[src/rtl/bloco_controle.sv]
// bloco_controle: Moore control FSM for the polynomial datapath (bloco operativo).
// It sequences the datapath's operand muxes, ALU operation and register loads so
// that the datapath's S register ends up holding the selected result.
//   mode 0: y = a*x^2 + b*x + c   (S = ((a*x)+b)*X + c)
//   mode 1: y = a*c*x^2           (H = a*x, S = c*x, S = S*H)
// Ports:
//   clk, rst_n      clock, asynchronous active-low reset
//   start           request a computation (sampled only in IDLE)
//   mode            polynomial select, captured when start is accepted
//   m0, m1, m2      operand mux selects for the datapath
//   h               ALU operation (0: A+B, 1: A*B)
//   lx, ls, lh      X / S / H register load enables
//   busy            high while a computation is in progress
//   done            one-cycle pulse, datapath result is final
module bloco_controle (
    input  logic       clk,
    input  logic       rst_n,
    input  logic       start,
    input  logic       mode,
    output logic [1:0] m0,
    output logic [1:0] m1,
    output logic [1:0] m2,
    output logic       h,
    output logic       lx,
    output logic       ls,
    output logic       lh,
    output logic       busy,
    output logic       done
);

    localparam int unsigned SEL_W  = 2;
    localparam int unsigned MODE_W = 2;

    typedef enum logic [3:0] {
        S_IDLE, S_LX, S_M1, S_A1, S_M2, S_A2, S_HM, S_SM, S_FM, S_DN
    } state_t;

    typedef struct packed {
        logic [SEL_W-1:0] m0;
        logic [SEL_W-1:0] m1;
        logic [SEL_W-1:0] m2;
        logic             h;
        logic             lx;
        logic             ls;
        logic             lh;
        logic             busy;
        logic             done;
    } ctrl_t;

    state_t            state_q;
    logic [MODE_W-1:0] mode_q;
    ctrl_t             ctrl_q;

    // Successor state; start only matters in IDLE, mode only in LX.
    function automatic state_t next_of(input state_t s, input logic st,
                                       input logic [MODE_W-1:0] md);
        state_t n;
        n = s;
        case (s)
            S_IDLE:  n = st ? S_LX : S_IDLE;
            S_LX:    n = (md != MODE_W'(0)) ? S_HM : S_M1;
            S_M1:    n = S_A1;
            S_A1:    n = S_M2;
            S_M2:    n = S_A2;
            S_A2:    n = S_DN;
            S_HM:    n = S_SM;
            S_SM:    n = S_FM;
            S_FM:    n = S_DN;
            S_DN:    n = S_IDLE;
            default: n = S_IDLE;
        endcase
        return n;
    endfunction

    // Output decode for a state; anything not set stays 0.
    function automatic ctrl_t decode(input state_t s);
        ctrl_t c;
        c = '0;
        case (s)
            S_LX: begin
                c.lx = 1'b1; c.busy = 1'b1;
            end
            S_M1: begin                                   // S = a*x
                c.h = 1'b1; c.ls = 1'b1; c.busy = 1'b1;
            end
            S_A1: begin                                   // S = S+b
                c.m0 = SEL_W'(2); c.m1 = SEL_W'(2); c.m2 = SEL_W'(1);
                c.ls = 1'b1; c.busy = 1'b1;
            end
            S_M2: begin                                   // S = S*X
                c.m1 = SEL_W'(2);
                c.h = 1'b1; c.ls = 1'b1; c.busy = 1'b1;
            end
            S_A2: begin                                   // S = S+c
                c.m0 = SEL_W'(3); c.m1 = SEL_W'(2); c.m2 = SEL_W'(1);
                c.ls = 1'b1; c.busy = 1'b1;
            end
            S_HM: begin                                   // H = a*x
                c.h = 1'b1; c.lh = 1'b1; c.busy = 1'b1;
            end
            S_SM: begin                                   // S = c*x
                c.m0 = SEL_W'(3);
                c.h = 1'b1; c.ls = 1'b1; c.busy = 1'b1;
            end
            S_FM: begin                                   // S = S*H
                c.m1 = SEL_W'(2); c.m2 = SEL_W'(3);
                c.h = 1'b1; c.ls = 1'b1; c.busy = 1'b1;
            end
            S_DN: begin
                c.done = 1'b1;
            end
            default: c = '0;
        endcase
        return c;
    endfunction

    // State, mode capture and outputs registered together so outputs track the state.
    always_ff @(posedge clk or negedge rst_n) begin
        if (!rst_n) begin
            state_q <= S_IDLE;
            mode_q  <= '0;
            ctrl_q  <= '0;
        end else begin
            state_q <= next_of(state_q, start, mode_q);
            ctrl_q  <= decode(next_of(state_q, start, mode_q));
            if (state_q == S_IDLE && start) begin
                mode_q <= MODE_W'(mode);
            end
        end
    end

    assign m0   = ctrl_q.m0;
    assign m1   = ctrl_q.m1;
    assign m2   = ctrl_q.m2;
    assign h    = ctrl_q.h;
    assign lx   = ctrl_q.lx;
    assign ls   = ctrl_q.ls;
    assign lh   = ctrl_q.lh;
    assign busy = ctrl_q.busy;
    assign done = ctrl_q.done;

endmodule

[config.mk]
export PLATFORM = sky130hd
export DESIGN_NAME = bloco_controle
export DESIGN_NICKNAME = d
export VERILOG_FILES = /design/src/rtl/bloco_controle.sv
export SDC_FILE = /design/constraint.sdc
export NUM_CORES = 1
export LEC_CHECK = 0
export ABC_AREA = 1
export BUFFER_PORTS_ARGS = -buffer_cell sky130_fd_sc_hd__buf_4
export CORE_MARGIN = 1.5
export CORE_UTILIZATION = 54
export DETAILED_ROUTE_END_ITERATION = 10
export PLACE_DENSITY = 0.79
export SETUP_SLACK_MARGIN = 0.3
export SLEW_MARGIN = 20
export SYNTH_ARGS = -nofsm -noshare
export SYNTH_HDL_FRONTEND = slang
export SYNTH_SLANG_ARGS = --single-unit
[constraint.sdc]
create_clock -name clk -period 1.9 [get_ports clk]
set_input_delay 0.57 -clock clk [delete_from_list [all_inputs] [get_ports clk]]
set_output_delay 0.57 -clock clk [all_outputs]
set_load 0.03 [all_outputs]
==> summary.txt <==
Run status
  – Status: complete, no violations

Logic synthesis
  – Post-synthesis sequential area ratio: 54.98%
  – EDFF count, synth: 0
  – Syn Area/Cell: 9.841 um2
  – Synth Instances: 74
  – Mapped Area: between 700 and 800 um2
  – Most common cell in the synthesized netlist: dfrtp_1
  – Asr flop ratio synth: 100.0%
  – Seq cells post-synth: 16
  – Commonest cells post-synth: dfrtp_1, inv_1, nand2_1, nor2_1, nand2_2
  – Top post-synthesis cells by area: dfrtp_1, nor2_4, inv_1
  – Netlist cell types: 19
  – Area leader, netlist: dfrtp_1
  – Post-synth net total: between 70 and 80
  – Top-area cell type share of the netlist area: between 50% and 60%
  – Synth Flop Type: dfrtp_1
  – Yosys warns: 0

STA
  – Slew Viols, Final: 0
  – Period minus WS final: ~1.4 ns
  – RSZ-0062 raised after global routing: no
  – Clock skew: 0.0004695 ns
  – Final setup violation count: 0
  – Setup_tns: 0 ns
  – Max Clk Rate: roughly 0.7 GHz
  – Final Cycle Share: about three quarters
  – Final Hold Slack: about 0.12 ns
  – Final-report hold violation count: 0

Routing
  – Antenna viol nets, final: 0
  – WL/cell: approximately 12 um
  – Wirelength, routed: around 1.3 mm
  – Via density: ~4.7
  – Vias: just under 500
  – Drc violations: 0
  – DRT Pass-1 Iters: 4
  – Number of DRC markers in iteration 0: 5

Die
  – Starting Density: between 50% and 60%
  – FP Rows: 13
  – Die W: between 30 and 40 um
  – IO Pins: 16
  – Die footprint: between 1500 and 2000 um2
  – Die H: between 30 and 40 um
  – Core ar.: about 1300 um2

Critical path
  – CP Data Required Time: approximately 1.3 ns
  – CP Capture Type: primary output
  – Slowest cell on the critical path: dfrtp_1
  – Critical path, cell by cell: buf_4
  – CP Buf/Inv Count: 1
  – Worst setup SP type: flip-flop
  – CP top delay family: flip-flops
  – Setup CP Type: flip-flop to primary output
  – CP arrival: between 0.8 and 0.9 ns
  – CP max FO: 1
  – CP max stage delay: roughly 0.38 ns

Global route
  – Pin count of the biggest net entering global routing: 17
  – First-pass GRT wire length: 1.973 mm
  – Tot GR Track Use: roughly a fifth
  – Congestion Overflow GR: 0
  – Initial antenna violation count: 0
  – Vias in the first global route: 471

Worst hold path
  – Tightest Hold Check Type: input port to async pin

Final layout
  – Filler instances: 98
  – Area grow syn2layout: 20.96%
  – Register area: around 400 um2
  – Nets: 96
  – Diodes inserted: 0
  – Area of the multi-input gates: approximately 260 um2
  – Fraction of layout cells with a size suffix above 1: 41.76%

Clock tree
  – Hold-fix buffers, CTS: 0
  – Root buffer cell: clkbuf_4
  – Post CTS Setup Buffer Count: 0
  – Reg clk slew, reported paths: ~0.10 ns
  – Clock sink count: 16
  – CTS max path bufs: 2
  – Later-pin clock latency in the skew report: around 0.29 ns
  – Num CTS Buffers: 3
  – CTS tree: yes
  – Post-CTS sizing: 0
  – H-tree depth: 1

Placement
  – # port buffers: 14
  – RePlAce Congestion: 0.8409
  – Dpl hpwl: roughly 970 um

Job
  – Max-cap check violation count: 0

Power and ir drop
  – P per Cell Area: between 2000 and 2500 nW/um2
  – Max VDD drop: between 900 and 1000 uV
  – Leak pwr: 0.5262 nW
## stage by stage
step	worst slack [ns]	cell area [um2]	utilization [%]	power [mW]	std cells
6_report	0.4970	880.8	68.55	1.771	106
5_1_grt	0.4765	880.8	68.55	1.887	106
4_1_cts	0.4945	880.8	68.55	1.778	106
3_5_place_dp	0.7264	844.6	65.73	1.552	102
3_3_place_gp	0.7388	844.6	65.73	1.527	102
2_1_floorplan	0.8229	728.2	-	1.287	74
## registers in the layout, indices dropped and copies added, names as in the netlist
signal   cells
state_q      4
m0           2
m2           2
busy         1
done         1
h            1
lh           1
ls           1
lx           1
m1           1
mode_q       1
## metal layers
metal / wire [um] / share of wire, % / GRT usage [%]
met4: 19 / 1.5 / 8.621
met2: 620 / 48 / 33.61
met3: 63 / 4.9 / 3.409
met5: 0 / 0 / 0
met1: 581 / 45 / 23.93
## area by class of cell
cell class	instances	area share [%]
repair buffers	14	11.93
flip-flops and latches	16	45.45
well taps	15	2.131
inverters	16	6.818
multi-input cells	41	29.55
clock buffers	4	4.119
## power by group
group	internal (mW)	switching [mW]	total, mW	leakage (nW)
sequential	0.489	0.0893	0.578	0.206
combinational	0.323	0.640	0.964	0.299
clock	0.117	0.113	0.229	0.0210
total	0.929	0.842	1.77	0.526
## path summary, 6_finish.rpt
path	startpoint	end	slack, ns	cells past startpoint
setup / recovery	busy$_DFF_PN0_	busy	0.50	1
hold / removal	rst_n	m0[1]$_DFF_PN0_	0.12	1
setup reg to reg	state_q[1]$_DFF_PN0_	h$_DFF_PN0_	0.72	7
hold reg to reg	mode_q[0]$_DFFE_PN0P_	h$_DFF_PN0_	0.65	4
max in group asynchronous	rst_n	h$_DFF_PN0_	1.60	1
min in group clk	mode	mode_q[0]$_DFFE_PN0P_	0.50	3
## cell usage in the layout (no fill, tap or decap), types with 3 or more instances in the layout
cell type | synthesis | final
nor2_1 | 6 | 6
inv_2 | 4 | 4
nand3_1 | 3 | 3
inv_1 | 11 | 11
nor2_4 | 4 | 4
clkbuf_4 | 0 | 3
nand2_2 | 5 | 5
dfrtp_1 | 16 | 16
nand3_2 | 4 | 4
buf_4 | 1 | 14
nand2_1 | 11 | 11
## cell families (layout without fill, tap and decap cells)
group	after synthesis	count (layout)	share of synthesized area (%)
AO/OA/AOI/OAI	3	3	2.405
buffers and inverters	17	34	9.278
flip-flops	16	16	54.98
AND/OR/NAND/NOR	37	37	32.82
other	1	1	0.5150
(Power assumes the default switching activity.)
